$ cat src/rtl/rotary_decoder.sv
// Quadrature rotary encoder decoder: 2-flop sync, per-bit debounce, detent FSM.
// Define ROTARY_ACCEL_EN to enable speed acceleration on fast turning.
module rotary_decoder #(
    parameter int unsigned DEBOUNCE_CYCLES = 1000,
    parameter logic [4:0]  BASE_SPEED      = 5'd4,
    parameter int unsigned ACCEL_WINDOW    = 2500000
) (
    input  logic       clock,
    input  logic       reset_n,
    input  logic       rot_a,
    input  logic       rot_b,
    output logic       rotary_event,
    output logic       rotary_right,
    output logic [4:0] speed
);

    localparam int unsigned CNT_W = $clog2(DEBOUNCE_CYCLES + 1);
    localparam logic [CNT_W-1:0] CNT_LAST = CNT_W'(DEBOUNCE_CYCLES - 1);

    if (DEBOUNCE_CYCLES < 1 || ACCEL_WINDOW < 1) begin : g_param_check
        $error("rotary_decoder: DEBOUNCE_CYCLES and ACCEL_WINDOW must be >= 1");
    end

    typedef enum logic [2:0] {
        StRest,
        StCw1,
        StCw2,
        StCw3,
        StCcw1,
        StCcw2,
        StCcw3
    } state_e;

    logic [1:0]       sync1_q;
    logic [1:0]       sync2_q;
    logic [1:0]       filt_q;
    logic [CNT_W-1:0] cnt_q [2];
    state_e           state_q;
    logic             detent_done;

    // Bit 1 is channel A, bit 0 is channel B throughout.
    always_ff @(posedge clock or negedge reset_n) begin
        if (!reset_n) begin
            sync1_q <= 2'b11;
            sync2_q <= 2'b11;
            filt_q  <= 2'b11;
            for (int i = 0; i < 2; i++) begin
                cnt_q[i] <= '0;
            end
        end else begin
            sync1_q <= {rot_a, rot_b};
            sync2_q <= sync1_q;
            for (int i = 0; i < 2; i++) begin
                if (sync2_q[i] != filt_q[i]) begin
                    if (cnt_q[i] == CNT_LAST) begin
                        filt_q[i] <= sync2_q[i];
                        cnt_q[i]  <= '0;
                    end else begin
                        cnt_q[i] <= cnt_q[i] + CNT_W'(1);
                    end
                end else begin
                    cnt_q[i] <= '0;
                end
            end
        end
    end

    assign detent_done = (filt_q == 2'b11) && (state_q == StCw3 || state_q == StCcw3);

    always_ff @(posedge clock or negedge reset_n) begin
        if (!reset_n) begin
            state_q      <= StRest;
            rotary_event <= 1'b0;
            rotary_right <= 1'b0;
        end else begin
            rotary_event <= 1'b0;
            case (state_q)
                StRest: begin
                    if (filt_q == 2'b01) state_q <= StCw1;
                    else if (filt_q == 2'b10) state_q <= StCcw1;
                end
                StCw1: begin
                    if (filt_q == 2'b00) state_q <= StCw2;
                    else if (filt_q == 2'b11) state_q <= StRest;
                end
                StCw2: begin
                    if (filt_q == 2'b10) state_q <= StCw3;
                    else if (filt_q == 2'b01) state_q <= StCw1;
                    else if (filt_q == 2'b11) state_q <= StRest;
                end
                StCw3: begin
                    if (filt_q == 2'b00) begin
                        state_q <= StCw2;
                    end else if (filt_q == 2'b11) begin
                        state_q      <= StRest;
                        rotary_event <= 1'b1;
                        rotary_right <= 1'b1;
                    end
                end
                StCcw1: begin
                    if (filt_q == 2'b00) state_q <= StCcw2;
                    else if (filt_q == 2'b11) state_q <= StRest;
                end
                StCcw2: begin
                    if (filt_q == 2'b01) state_q <= StCcw3;
                    else if (filt_q == 2'b10) state_q <= StCcw1;
                    else if (filt_q == 2'b11) state_q <= StRest;
                end
                StCcw3: begin
                    if (filt_q == 2'b00) begin
                        state_q <= StCcw2;
                    end else if (filt_q == 2'b11) begin
                        state_q      <= StRest;
                        rotary_event <= 1'b1;
                        rotary_right <= 1'b0;
                    end
                end
                default: state_q <= StRest;
            endcase
        end
    end

`ifdef ROTARY_ACCEL_EN
    localparam int unsigned GAP_W = $clog2(ACCEL_WINDOW + 1);
    localparam logic [GAP_W-1:0] GAP_MAX = GAP_W'(ACCEL_WINDOW);

    logic [GAP_W-1:0] gap_q;
    logic [4:0]       speed_q;

    // gap_q saturates so a long idle period always reads as slow turning.
    always_ff @(posedge clock or negedge reset_n) begin
        if (!reset_n) begin
            gap_q   <= '0;
            speed_q <= BASE_SPEED;
        end else if (detent_done) begin
            gap_q <= '0;
            if (gap_q < GAP_MAX) begin
                speed_q <= (speed_q == 5'd31) ? 5'd31 : speed_q + 5'd1;
            end else begin
                speed_q <= BASE_SPEED;
            end
        end else if (gap_q != GAP_MAX) begin
            gap_q <= gap_q + GAP_W'(1);
        end
    end

    assign speed = speed_q;
`else
    assign speed = BASE_SPEED;
`endif

endmodule

$ cat config.mk
export PLATFORM = sky130hd
export DESIGN_NAME = rotary_decoder
export DESIGN_NICKNAME = d
export VERILOG_FILES = /design/src/rtl/rotary_decoder.sv
export SDC_FILE = /design/constraint.sdc
export NUM_CORES = 1
export LEC_CHECK = 0
export CORE_MARGIN = 2
export CORE_UTILIZATION = 50
export CTS_CLUSTER_DIAMETER = 30
export DETAILED_ROUTE_END_ITERATION = 10
export GPL_ROUTABILITY_DRIVEN = 0
export GPL_TIMING_DRIVEN = 1
export PLACE_DENSITY = 0.69
export SLEW_MARGIN = 30
export SYNTH_ARGS = -nofsm -noshare
export SYNTH_HDL_FRONTEND = slang
export SYNTH_SLANG_ARGS = --single-unit
export TNS_END_PERCENT = 30
$ cat constraint.sdc
create_clock -name clock -period 5.15 [get_ports clock]
set_input_delay 0.7725 -clock clock [delete_from_list [all_inputs] [get_ports clock]]
set_output_delay 0.7725 -clock clock [all_outputs]
set_load 0.005 [all_outputs]
; Word level (Yosys, flattened, before mapping)
; Index checks and enable logic that the tools add are counted.
[op_classes]
add_sub_neg = 2
eq_ne = 18
mux = 22
reduce_logical = 9
[op_table]
columns = cell, count
row1 = two-way mux 10 bit, 4
row2 = two-way mux 3 bit, 9
row3 = adder 10 x 1 -> 10 bit (second input constant), 2
row4 = equality test 10 bit (second input constant), 2
row5 = case mux 3 bit (5 select lines), 1
row6 = equality test 3 bit (second input constant), 3
row7 = inequality test 2 bit (second input constant), 4
row8 = two-way mux 1 bit, 7
row9 = equality test 3 x 2 -> 1 bit (second input constant), 2
row10 = OR reduction 2 bit, 3
row11 = AND reduction 5 bit, 1
row12 = equality test 2 bit (second input constant), 2
row13 = AND reduction 2 bit, 2
row14 = equality test 3 x 1 -> 1 bit (second input constant), 1
row15 = zero test 3 bit, 1
row16 = inequality test 3 bit (second input constant), 1
row17 = equality test 2 x 1 -> 1 bit (second input constant), 1
row18 = zero test 2 bit, 1
row19 = inequality test 1 bit, 2
row20 = case mux 1 bit (2 select lines), 1
row21 = nonzero test 2 bit, 1
[totals]
reg_bits = 31
inputBits = 4
output_inout_bits = 7
word_cells = 60

; Longest topological paths before layout
; Gate-level depths: netlist of the first run.
[logic_depth]
word_depth = 5
mapped_depth = 6
depth_no_buf = 6

; Worst setup path before layout of the first run
; Ideal clock, no wire load.
[synth_path]
kind = flip-flop to flip-flop
startpoint = register filt_q[0]
endpoint = register state_q[0]
t_arrival_ns = 1.527
required_ns = 5.051
path_slack_ns = 3.524
stages_incl_launch_ff = 7
synth_period_minus_slack_ns = 1.626
cell_sequence = dfstp_2 > inv_1 > ha_1 > nor4_1 > a31oi_1 > o211a_1 > a311oi_1
[synth_via]
elab_chain_len = 5
[synth_lines]
columns = item, line
row1 = start: declaration, 36  ; logic [1:0] filt_q;
row2 = start signal: indexed assignment, 56  ; filt_q[i] <= sync2_q[i];
row3 = equality test 2 bit, n/a
row4 = two-way mux 3 bit, n/a
row5 = "two-way mux 3 bit, on equally long branches", "106, 88"
row6 = "two-way mux 3 bit, on equally long branches", "105, 87"
row7 = case mux 3 bit (5 select lines), 77  ; case (state_q)
row8 = end signal: assignment, 105  ; if (filt_q == 2'b01) state_q <= StCcw3;
row9 = end signal: assignment, 106  ; else if (filt_q == 2'b10) state_q <= StCcw1;
row10 = end signal: assignment, 107  ; else if (filt_q == 2'b11) state_q <= StRest;
row11 = end: declaration, 38  ; state_e state_q;
; Several ways; a longest one is shown, not always the timed one.
; A chain may end at the register's enable or synchronous reset.

; Final worst setup path of the first run
[layout_path]
startpoint = register rotary_right
endpoint = output rotary_right
[layout_lines]
columns = item, line
row1 = start: declaration, 13  ; output logic rotary_right,
row2 = start signal: assignment, 74  ; rotary_right <= 1'b0;
row3 = start signal: assignment, 97  ; rotary_right <= 1'b1;
row4 = start signal: assignment, 115  ; rotary_right <= 1'b0;
; No word-level cell between the ends.

==> results.py, run 1 <==
metrics = {
    "detailed_routing": {
        "drc": 0,
        "detail-route-antenna-nets": 0,
        "drtIter0Drc": 50,
        "drt_wl_total_microns": 2710,
        "vias": 1163,
        "first_pass_iters": 4,
        "wl_per_cell_microns": 12.4,
        "routed_via_density": 5.33,
    },
    "layout": {
        "fillers": 278,
        "layout-drive-gt1-share": 0.121,
        "fin_nets": 183,
        "syn_to_final_growth_pct": 7.42,
        "final_cells": 218,
        "diodes": 0,
        "final_core_util": 0.571,
    },
    "floorplanning": {
        "core_sq_um": 3080,
        "dieArea_sq_um": 3740,
        "die_w_microns": 61.2,
        "start_util": 0.531,
        "die_h_microns": 61.2,
        "rows": 20,
        "io_pins": 11,
    },
    "power_and_ir_drop": {
        "switching_share": 0.244,
        "power.leakage_nw": 0.727,
        "seq_power_share": 0.622,
        "power_frac_comb": 0.048,
        "p_sw_mw": 0.100,
        "peakVddDrop_uv": 163,
        "clkPwrFrac": 0.329,
        "power_density_nw_per_um2": 234,
        "intPower_mw": 0.311,
    },
    "synthesis": {
        "ys_seq_elements": 31,
        "synth_edf_count": 0,
        "synth_area_leaders": "dfrtp_1 (38%), dfstp_2 (9.6%), nor2_1 (5.0%)",
        "yosysWarningCount": 0,
        "post-synth-top-area-fraction": 0.383,
        "synth_most_common_cell": "dfrtp_1",
        "async_flop_share": 1.00,
        "synthesis.instances": 165,
        "synth_common_cells": "dfrtp_1 (25), nor2_1 (22), inv_1 (10), nand2_1 (10), nand3_1 (10)",
        "ys_seq_area_frac": 0.479,
        "synthFlopType": "dfrtp_1",
        "synth.avg_cell_area_sq_um": 9.91,
        "ys_types": 40,
        "syn-cell-area_sq_um": 1640,
        "synth_top_cell_by_area": "dfrtp_1",
    },
    "worst_setup_path": {
        "crit_buf_inv": 1,
        "critPathLaunchType": "flop",
        "critPathTopFamily": "buffers and inverters",
        "critPathMaxFanout": 2,
        "cp_slowest_cell": "clkdlybuf4s50_1",
        "cp_slowest_stage_delay_ns": 0.50,
        "cp.arrival_ns": 1.20,
        "crit_type": "flop to output port",
        "cp-end-kind": "output port",
        "path_cells": "clkdlybuf4s50_1",
        "required_ns": 4.38,
    },
    "global_routing": {
        "grtUsageTotal": 0.176,
        "grt_pass1_vias": 1160,
        "grt_remaining_overflow": 0,
        "grt_max_degree": 32,
        "grt_pass1_wl_microns": 4750,
        "antenna_found_initial": 0,
    },
    "clock_tree": {
        "clk_path_buf_depth": 2,
        "root_buffer": "clkbuf_4",
        "post_cts_resized": 0,
        "cts_buffers": 5,
        "cts_tree": "built",
        "clkTransAtPathRegs_ns": 0.10,
        "hold_buffers": 0,
        "postCtsSetupRepairBufs": 0,
        "h-tree-depth": 2,
        "cts_sinks": 31,
        "worstSkewPairLatency_ns": 0.33,
    },
    "sta": {
        "fin_skew_ns": 0.0112,
        "whs_ns": 0.360,
        "maxSlewViolCount": 0,
        "finalSetupViolCount": 0,
        "layout_min_cycle_time_ns": 1.97,
        "tns_ns": 0,
        "fmax_ghz": 0.507,
        "hold_viol": 0,
        "rsz0062_at_grt": "false",
        "period_share": 0.383,
    },
    "placement": {
        "hpwl_microns": 1930,
        "portBuffers": 5,
        "place_inst": 210,
    },
    "outcome": {
        "status": "finished, final reports clean",
    },
    "flow_run": {
        "drv_cap": 0,
    },
    "hold_path": {
        "min_path_type": "flop to flop",
    },
}
sequential cells by signal, indices dropped and copies added, names as in the netlist:
name	cells
cnt_q	20
filt_q	2
rotary_event	1
rotary_right	1
state_q	3
sync1_q	2
sync2_q	2
path summary, 6_finish.rpt:
| kind | start | end | slack [ns] | cells past startpoint |
|---|---|---|---|---|
| max | rotary_right | rotary_right | 3.18 | 1 |
| min | sync1_q[0] | sync2_q[0] | 0.36 | 0 |
| max reg2reg | filt_q[0] | state_q[0] | 3.34 | 6 |
| min reg2reg | sync1_q[0] | sync2_q[0] | 0.36 | 0 |
| max in group asynchronous | reset_n | filt_q[0] | 4.01 | 2 |
| min in group asynchronous | reset_n | cnt_q[9] | 0.82 | 2 |
logic make-up (layout without fill, tap and decap cells):
family	Yosys count	in the layout	synth area share
DFF	31	31	0.479
and+or+nand+nor	65	65	0.215
muxes	2	2	0.0138
xor gates and xnor gates	15	15	0.0803
other	2	5	0.00459
AOI/OAI and AO/OA	26	26	0.106
buffers and inverters	18	24	0.0551
adders and majority gates	6	6	0.0459
placed cells by master, fill, tap and decap left out, types with 5 or more instances in the layout:
cell type | synthesis | layout
a21oi_1 | 7 | 7
a31oi_1 | 5 | 5
clkbuf_4 | 0 | 5
clkdlybuf4s50_1 | 0 | 5
conb_1 | 2 | 5
dfrtp_1 | 25 | 25
dfstp_2 | 6 | 6
ha_1 | 6 | 6
inv_1 | 10 | 10
nand2_1 | 10 | 10
nand3_1 | 10 | 10
nand4_1 | 5 | 5
nor2_1 | 22 | 22
xnor2_1 | 6 | 6
xor2_1 | 9 | 9
layout make-up:
cell class                      count  area (sq um)  share of cell area
Tap cell                           44          55.1              0.0313
Sequential cell                    31           783               0.446
Clock buffer                        7          45.0              0.0256
Timing Repair Buffer                6          57.6              0.0328
Multi-Input combinational cell    119           773               0.440
Inverter                           10          37.5              0.0214
Clock inverter                      1          5.00             0.00285
metal layers:
layer | vias to the layer above | track usage | share of wire
met5 | - | 0 | 0
li1 | 580 | - | -
met2 | 25 | 0.284 | 0.46
met4 | 0 | 0.106 | 0.024
met3 | 7 | 0.0504 | 0.042
met1 | 551 | 0.206 | 0.48
stage by stage:
step / power (mW) / worst slack, ns / instance area [sq um]
3_3_place_gp: 0.280 / 3.46 / 1710
4_1_cts: 0.419 / 3.15 / 1760
6_report: 0.411 / 3.18 / 1760
5_1_grt: 0.432 / 3.12 / 1760
2_1_floorplan: 0.273 / 3.52 / 1650
3_5_place_dp: 0.281 / 3.37 / 1710
power groups by stage:
stage               sequential (mW)  combinational [mW]  clock (mW)
detailed placement            0.261              0.0206           0
CTS                           0.256              0.0206       0.143
finish                        0.256              0.0199       0.135
floorplan                     0.259              0.0137           0
global placement              0.260              0.0203           0
global route                  0.257              0.0242       0.151
Note: power is estimated with default switching activity, not from simulation.
==> inputs of run 2 (changes only) <==
PLACE_DENSITY = 0.72   (was 0.69)
clock period = 1.8 ns   (was 5.15 ns; I/O delays follow)
==> run 2 against run 1 <==
Cell count increased by 1.4%. Non-clock buffer count increased by 3. Utilization is 2.4 points higher. Global-route usage grew 0.53 points. Combinational power rose to 2.9 times the previous value. Via count is 2.7% higher. Count of clock-buffer cells in the layout shrank 1. Sequential power grew to 2.9 times the previous value. Flip-flop and latch count unchanged. Die area did not move. Register-to-register slack got worse by 3.3 ns. First-iteration DRC count up 130%. Critical path type is now flop to flop. Largest cell class is now multi-input gates.
==> results.py, run 2 (synthesized netlist as in run 1, its figures left out) <==
metrics = {
    "sta": {
        "maxSlewViolCount": 0,
        "fmax_ghz": 0.575,
        "period_share": 0.967,
        "finalSetupViolCount": 0,
        "rsz0062_at_grt": "true",
        "layout_min_cycle_time_ns": 1.74,
        "fin_skew_ns": 0.00361,
        "hold_viol": 0,
        "layout_setup_ws_ns": 0.0597,
    },
    "hold_path": {
        "min_path_type": "primary input to asynchronous set/reset pin",
    },
    "layout": {
        "fin_nets": 186,
        "final_core_util": 0.595,
        "layout_commonest_cell": "dfrtp_1",
        "fillers": 261,
        "largest_reg_flops": 20,
        "diodes": 0,
        "multi_input_area_sq_um": 790,
        "regArea_sq_um": 783,
        "final_area_sq_um": 1830,
        "layout-drive-gt1-share": 0.164,
        "mostFrequentLayoutCells": "dfrtp_1 (25), nor2_1 (22), inv_1 (10), nand2_1 (10), nand3_1 (10)",
        "largest_register": "cnt_q",
        "top_regs": "cnt_q: 20 flops, state_q: 3 flops",
        "syn_to_final_growth_pct": 12.0,
    },
    "detailed_routing": {
        "wl_per_cell_microns": 12.9,
        "drtIter0Drc": 114,
        "wl_met1_microns": 1190,
        "routed_via_density": 5.40,
        "dr_wl_met3_microns": 120,
        "wl_met2_microns": 1500,
        "vias": 1194,
        "topRoutingLayerUsed": "met4",
        "first_pass_iters": 4,
        "drc": 0,
        "detail-route-antenna-nets": 0,
        "drt_wl_total_microns": 2860,
    },
    "clock_tree": {
        "worstSkewPairLatency_ns": 0.33,
        "root_buffer": "clkbuf_4",
        "cts_buffers": 5,
        "hold_buffers": 0,
        "cts_sinks": 31,
        "cts_tree": "built",
        "clk_path_buf_depth": 2,
        "clkTransAtPathRegs_ns": 0.10,
        "h-tree-depth": 2,
    },
    "worst_setup_path": {
        "r2r_setup_slack_ns": 0.06,
        "cp.arrival_ns": 1.98,
        "critPathLaunchType": "flop",
        "required_ns": 2.04,
        "cp_slowest_stage_delay_ns": 0.60,
        "path_cells": "inv_1 -> ha_1 -> nor4_1 -> a31oi_1 -> o211a_1 -> a311oi_2",
        "critPathTopFamily": "flip-flops",
        "cp_slowest_cell": "dfstp_2",
        "crit_type": "flop to flop",
        "cp-end-kind": "flop",
        "r2r-start": "filt_q[0]",
        "r2r_cells": 6,
        "critPathMaxFanout": 7,
        "crit_buf_inv": 1,
        "rr_endpoint": "state_q[0]",
    },
    "global_routing": {
        "grt_max_degree": 32,
        "grtUsageTotal": 0.181,
        "grt_remaining_overflow": 0,
        "antenna_found_initial": 0,
        "grt_pass1_vias": 1120,
        "grt_pass1_wl_microns": 4880,
    },
    "power_and_ir_drop": {
        "power_density_nw_per_um2": 742,
        "power.leakage_nw": 0.764,
        "peakVddDrop_uv": 430,
    },
    "floorplanning": {
        "die_w_microns": 61.2,
        "dieArea_sq_um": 3740,
        "core_sq_um": 3080,
        "io_pins": 11,
        "die_h_microns": 61.2,
        "start_util": 0.531,
        "rows": 20,
    },
    "placement": {
        "hpwl_microns": 1980,
        "portBuffers": 5,
        "dpl_cell_area_sq_um": 1710,
        "pre_cts_ws_ns": 0.0620,
    },
    "flow_run": {
        "drv_cap": 0,
    },
    "outcome": {
        "status": "finished, final reports clean",
    },
}
## run 2: changes by cell type in the layout (fill, tap and decap cells not counted), sizes merged
cell    before  now
bufinv       0    1
clkbuf       7    6
buf          1    4
## run 2: stage by stage
step | total power [mW] | TNS [ns] | std cells | hold slack [ns]
after floorplan | 0.782 | 0 | 168 | -0.0256
after global placement | 0.803 | 0 | 210 | 0.347
after detailed placement | 0.805 | 0 | 210 | 0.347
after CTS | 1.38 | 0 | 218 | 0.316
after global routing | 1.42 | -0.0236 | 221 | 0.317
final | 1.36 | 0 | 221 | 0.314
## run 2: worst max path at each step
stage	from	depth (start not counted)	end
2_1_floorplan	filt_q[0]	6	state_q[0]
5_1_grt	filt_q[0]	6	state_q[0]
6_report	filt_q[0]	6	state_q[0]
4_1_cts	filt_q[0]	6	state_q[0]
3_3_place_gp	filt_q[0]	6	state_q[0]
3_5_place_dp	filt_q[0]	6	state_q[0]
## run 2: area by class of cell
class / instances / area share
Clock buffer: 6 / 0.0280
Clock inverter: 2 / 0.0191
Tap cell: 44 / 0.0301
Multi-Input combinational cell: 119 / 0.431
Sequential cell: 31 / 0.428
Inverter: 10 / 0.0205
Timing Repair Buffer: 9 / 0.0437
## run 2: routing by layer
| metal | vias to the layer above | global-route usage |
|---|---|---|
| met3 | 6 | 0.0630 |
| met5 | - | 0 |
| met1 | 581 | 0.226 |
| li1 | 588 | - |
| met4 | 0 | 0.0839 |
| met2 | 19 | 0.283 |
## run 2: report_power, final
part	switching (mW)	internal [mW]
clock network	0.241	0.328
registers	0.0169	0.715
logic	0.0357	0.0228
## run 2: what timing repair did
item / CTS / global route
endpoints found under the setup margin: 0 / 6
setup buffers: 0 / 3
resized for setup: 0 / 3
